File: config.mk
export PLATFORM = sky130hd
export DESIGN_NAME = pipe_stage_buf
export DESIGN_NICKNAME = d
export VERILOG_FILES = /design/src/rtl/pipe_pkg.sv /design/src/rtl/pipe_slot.sv /design/src/rtl/pipe_stage_buf.sv
export SDC_FILE = /design/constraint.sdc
export NUM_CORES = 1
export LEC_CHECK = 0
export CORE_MARGIN = 2
export CORE_UTILIZATION = 45
export CTS_CLUSTER_DIAMETER = 60
export DETAILED_ROUTE_END_ITERATION = 12
export GPL_ROUTABILITY_DRIVEN = 0
export PLACE_DENSITY_LB_ADDON = 0.05
export SYNTH_ARGS = -nofsm -noshare
export SYNTH_HDL_FRONTEND = slang
export SYNTH_SLANG_ARGS = --single-unit
export TNS_END_PERCENT = 20
File: constraint.sdc
create_clock -name clk -period 2.1 [get_ports clk]
set_input_delay 0.315 -clock clk [delete_from_list [all_inputs] [get_ports clk]]
set_output_delay 0.315 -clock clk [all_outputs]
set_load 0.02 [all_outputs]
File: src/rtl/pipe_pkg.sv
// rtl/pipe_pkg.sv - shared types for the pipeline stage buffer
package pipe_pkg;

  typedef enum logic [1:0] {
    EMPTY = 2'd0,
    BUSY  = 2'd1,
    FULL  = 2'd2
  } pipe_state_e;

  typedef logic [1:0] pipe_occ_t;

  // Number of held entries given the main and skid slot valid bits.
  function automatic pipe_occ_t occ_of(input logic main_v, input logic skid_v);
    return pipe_occ_t'(main_v) + pipe_occ_t'(skid_v);
  endfunction

endpackage

File: src/rtl/pipe_slot.sv
// rtl/pipe_slot.sv - one payload register with valid bit and clear-to-bubble
module pipe_slot #(
  parameter int                 DATA_W    = 64,
  parameter logic [DATA_W-1:0]  FLUSH_VAL = '0
) (
  input  logic              clk,
  input  logic              rst_n,
  input  logic              load,
  input  logic              clear,
  input  logic [DATA_W-1:0] d,
  output logic [DATA_W-1:0] q,
  output logic              valid
);

  // Clear wins over load so a flush never lets a payload slip through.
  always_ff @(posedge clk or negedge rst_n) begin
    if (!rst_n) begin
      q     <= FLUSH_VAL;
      valid <= 1'b0;
    end else if (clear) begin
      q     <= FLUSH_VAL;
      valid <= 1'b0;
    end else if (load) begin
      q     <= d;
      valid <= 1'b1;
    end
  end

endmodule

File: src/rtl/pipe_stage_buf.sv
// rtl/pipe_stage_buf.sv - valid/ready pipeline stage with optional skid slot and flush
module pipe_stage_buf
  import pipe_pkg::*;
#(
  parameter int                DATA_W    = 64,
  parameter logic [DATA_W-1:0] FLUSH_VAL = '0,
  parameter bit                SKID      = 1'b1,
  parameter int                CNT_W     = 8
) (
  input  logic              clk,
  input  logic              rst_n,
  input  logic              in_valid,
  output logic              in_ready,
  input  logic [DATA_W-1:0] in_data,
  output logic              out_valid,
  input  logic              out_ready,
  output logic [DATA_W-1:0] out_data,
  input  logic              flush,
  output pipe_occ_t         occupancy,
  output logic [CNT_W-1:0]  drop_cnt
);

  pipe_state_e       state, state_next;
  logic              push, pop;
  logic              main_load, main_clear, main_from_skid;
  logic              skid_load, skid_clear;
  logic [DATA_W-1:0] main_d, skid_q;
  logic              main_valid, skid_valid;
  logic [CNT_W:0]    drop_sum;
  pipe_occ_t         drop_add;

  assign push      = in_valid & in_ready;
  assign pop       = out_valid & out_ready;
  assign out_valid = main_valid;
  assign occupancy = occ_of(main_valid, skid_valid);
  assign main_d    = main_from_skid ? skid_q : in_data;

  // State register.
  always_ff @(posedge clk or negedge rst_n) begin
    if (!rst_n) state <= EMPTY;
    else        state <= state_next;
  end

  // Next state and slot controls; flush overrides any push or pop.
  always_comb begin
    state_next     = state;
    main_load      = 1'b0;
    main_clear     = 1'b0;
    main_from_skid = 1'b0;
    skid_load      = 1'b0;
    skid_clear     = 1'b0;
    if (flush) begin
      state_next = EMPTY;
      main_clear = 1'b1;
      skid_clear = 1'b1;
    end else begin
      case (state)
        EMPTY: if (push) begin
          state_next = BUSY;
          main_load  = 1'b1;
        end
        BUSY: begin
          if (push && !pop && SKID) begin
            state_next = FULL;
            skid_load  = 1'b1;
          end else if (push && pop) begin
            main_load = 1'b1;
          end else if (pop) begin
            state_next = EMPTY;
            main_clear = 1'b1;
          end
        end
        FULL: if (pop) begin
          state_next     = BUSY;
          main_load      = 1'b1;
          main_from_skid = 1'b1;
          skid_clear     = 1'b1;
        end
        default: state_next = EMPTY;
      endcase
    end
  end

  pipe_slot #(.DATA_W(DATA_W), .FLUSH_VAL(FLUSH_VAL)) u_main (
    .clk   (clk),
    .rst_n (rst_n),
    .load  (main_load),
    .clear (main_clear),
    .d     (main_d),
    .q     (out_data),
    .valid (main_valid)
  );

  if (SKID) begin : g_skid
    logic ready_q;

    // Upstream ready is a flop: low exactly while both slots are held.
    always_ff @(posedge clk or negedge rst_n) begin
      if (!rst_n) ready_q <= 1'b1;
      else        ready_q <= (state_next != FULL);
    end

    assign in_ready = ready_q;

    pipe_slot #(.DATA_W(DATA_W), .FLUSH_VAL(FLUSH_VAL)) u_skid (
      .clk   (clk),
      .rst_n (rst_n),
      .load  (skid_load),
      .clear (skid_clear),
      .d     (in_data),
      .q     (skid_q),
      .valid (skid_valid)
    );
  end else begin : g_noskid
    assign in_ready   = !main_valid | out_ready;
    assign skid_q     = FLUSH_VAL;
    assign skid_valid = 1'b0;
  end

  // A pop in the flush cycle still reaches downstream, so it is not a drop.
  assign drop_add = occupancy - pipe_occ_t'(pop);
  assign drop_sum = {1'b0, drop_cnt} + (CNT_W+1)'(drop_add);

  // Saturating count of entries killed by flush.
  always_ff @(posedge clk or negedge rst_n) begin
    if (!rst_n)     drop_cnt <= '0;
    else if (flush) drop_cnt <= drop_sum[CNT_W] ? '1 : drop_sum[CNT_W-1:0];
  end

endmodule
==> impl_results.md <==
* Critical path data required time at 2400 ps
* Drt drc at 0
* Proportion of layout cells with a drive suffix above 1 at 0.0931
* Max cap viols at 0
* Post-synth EDFFs at 0
* Total track usage at 0.223
* Peak VDD IR at 0.000580 V
* Synth area leaders: dfrtp_1 57%, nand2_1 12%, mux2i_1 11%, a21oi_1 5.5%, o21ai_1 5.2%
* Final Max Tran Viols at 0
* Iter 0 DRT Violations at 316
* Synth Warn # at 0
* CTS Buf Count at 17
* CTS tree: built
* Diode count at 0
* Synth Register Bits at 141
* Min Clock Period, post-route at 2060 ps
* FMAX at 485 MHz
* Total power at 7.71 mW
* CTS Buffer Depth at 2
* Post-route ant nets at 0
* Core ar. at 13300 um2
* Post-Place Setup Slack at -302 ps
* Top-area cell type share of the netlist area at 0.567
* WP data arrival at 2360 ps
* Async set-reset flop share out of synthesis at 1.00
* Initial antenna violation count at 0
* Syn Inst Count at 627
* PwrDens at 895 nW/um2
* Critical Path Start Type: flop
* First-pass DRT Iterations at 5
* Die H at 121 um
* Most numerous cell in the Yosys netlist: nand2_1
* Row count at 42
* Clk_lat worst skew at 410 ps
* Clk root buf: clkbuf_16
* Routed wire length at 15600 um
* Post-synth cell types at 37
* Die Width at 121 um
* H-tree lvl count at 4
* Area grow syn2layout at 39.3%
* Unrepaired setup endpoints after global routing: true
* Sequential area share after synthesis at 0.571
* Leakage at 3.58 nW
* TritonCTS Sinks at 141
* First-pass GRT wire length at 25500 um
* Initial core utilization at 0.463
* Top Ports at 145
* Post-route setup slack at 39.6 ps
* Yosys top cell by area: dfrtp_1
* Main synth FF type: dfrtp_1
* Clk slew on worst S/H paths at 60 ps
* Worst-path fanout max at 4
* Reg2Reg Setup Slack at 40 ps
* Total grt overflow at 0
* Synth top cells by count: 202 x nand2_1, 140 x dfrtp_1, 68 x a21oi_1, 68 x mux2i_1, 64 x o21ai_1
* Synthesized area per cell at 9.86 um2
* Total vias in the final route at 5018
* Final setup vio count at 0
* Mapped Nets at 700
* Outcome: finished clean
* Tightest Hold Check Type: input pin to asynchronous set/reset pin
* Pin count of the biggest net entering global routing at 72
* Tcrit/Tclk final at 0.981
* Die area at 14700 um2
* Vias in the first global route at 4966
* Vias per cell at 5.23
* Worst Setup End Kind: flop
* WL/cell at 16.2 um
* Post-DP HPWL at 9930 um
* I/O Buffers at 144
* Cell area after synthesis at 6180 um2
* Worst-Margin Slew at 466 ps
* Slew margin rel. at 0.688
* CP Class: flop to flop
* Final-report hold violation count at 0
* Fin Clk Skew at 6.03 ps
* Final Net Count at 847
## layout make-up
class,instances,area (um2)
Fill cell,1112,4730
Sequential cell,141,3530
Multi-Input combinational cell,442,2490
Timing Repair Buffer,170,1810
Clock buffer,21,470
Tap cell,176,220
Clock inverter,8,92.6
Inverter,2,7.51
## critical path, stage by stage, from the launching register on
cell     delay, ps
dfrtp_2        430
ha_4           240
xnor2_2        130
ha_2           190
fa_2           370
and3_4         170
nand4_1        120
mux2_4         310
## through the flow
stage	cell area (um2)	hold WS, ps	TNS (ps)	util	instances
floorplan	6210	19.4	-124	-	627
global placement	7990	355	-941	0.598	926
detailed placement	7990	356	-1590	0.598	926
CTS	8580	458	0	0.643	957
global route	8610	471	-23.3	0.645	960
finish	8610	466	0	0.645	960
## per-layer routing
| layer | global-route usage | vias up | wire (um) |
|---|---|---|---|
| li1 | - | 2392 | - |
| met1 | 0.294 | 2457 | 6930 |
| met2 | 0.357 | 145 | 7490 |
| met3 | 0.0508 | 24 | 826 |
| met4 | 0.0920 | 0 | 316 |
| met5 | 0 | - | 0 |
## layout by cell type, fill, tap and decap left out, drive strengths merged, types with 2 or more instances in the layout
cell type	instances
o21ai	66
clkdlybuf4s50	142
a21oi	68
nand2	202
dfrtp	140
mux2i	68
bufinv	2
nand4b	2
clkinv	5
and3	4
nand3	4
nor2b	2
xnor2	2
nor2	6
buf	26
ha	3
inv	2
clkbuf	21
nand4	2
## state kept, by name, indices dropped and copies added, names as in the netlist
register / count
drop_cnt: 8
g_skid.u_skid.q: 64
g_skid.u_skid.valid: 1
in_ready: 1
state: 2
u_main.q: 64
u_main.valid: 1
## power by group
group	switching, mW	internal [mW]	total, mW
registers	0.210	2.98	3.19
clock network	1.06	1.81	2.87
logic	0.873	0.778	1.65
## path summary, 6_finish.rpt
kind	from	end	cells past startpoint
min in group clk	in_data[54]	g_skid.u_skid.q[54]	3
hold reg to reg	u_main.q[26]	u_main.q[26]	2
setup / recovery	u_main.valid	drop_cnt[6]	7
max in group asynchronous	rst_n	in_ready	3
hold / removal	rst_n	u_main.q[24]	3
setup reg to reg	u_main.valid	drop_cnt[6]	7
## logic make-up (layout without fill, tap and decap cells)
logic type | Yosys count | after routing | share of synthesized area
compound gates | 138 | 138 | 0.113
buf+inv | 44 | 201 | 0.0362
flops | 141 | 141 | 0.571
fa+ha+maj | 4 | 4 | 0.00931
mux | 69 | 69 | 0.112
simple gates | 228 | 228 | 0.154
xor+xnor | 3 | 3 | 0.00425
## repair_timing
item | 4_1_cts | 5_1_grt
endpoints found under the setup margin | 1 | 4
setup buffers | 1 | 3
hold buffers | 1 | 0
hold endpoints to repair | 140 | 0
pin swaps | 2 | 2
gates resized for setup | 3 | 3
Note: power is estimated with default switching activity, not from simulation.
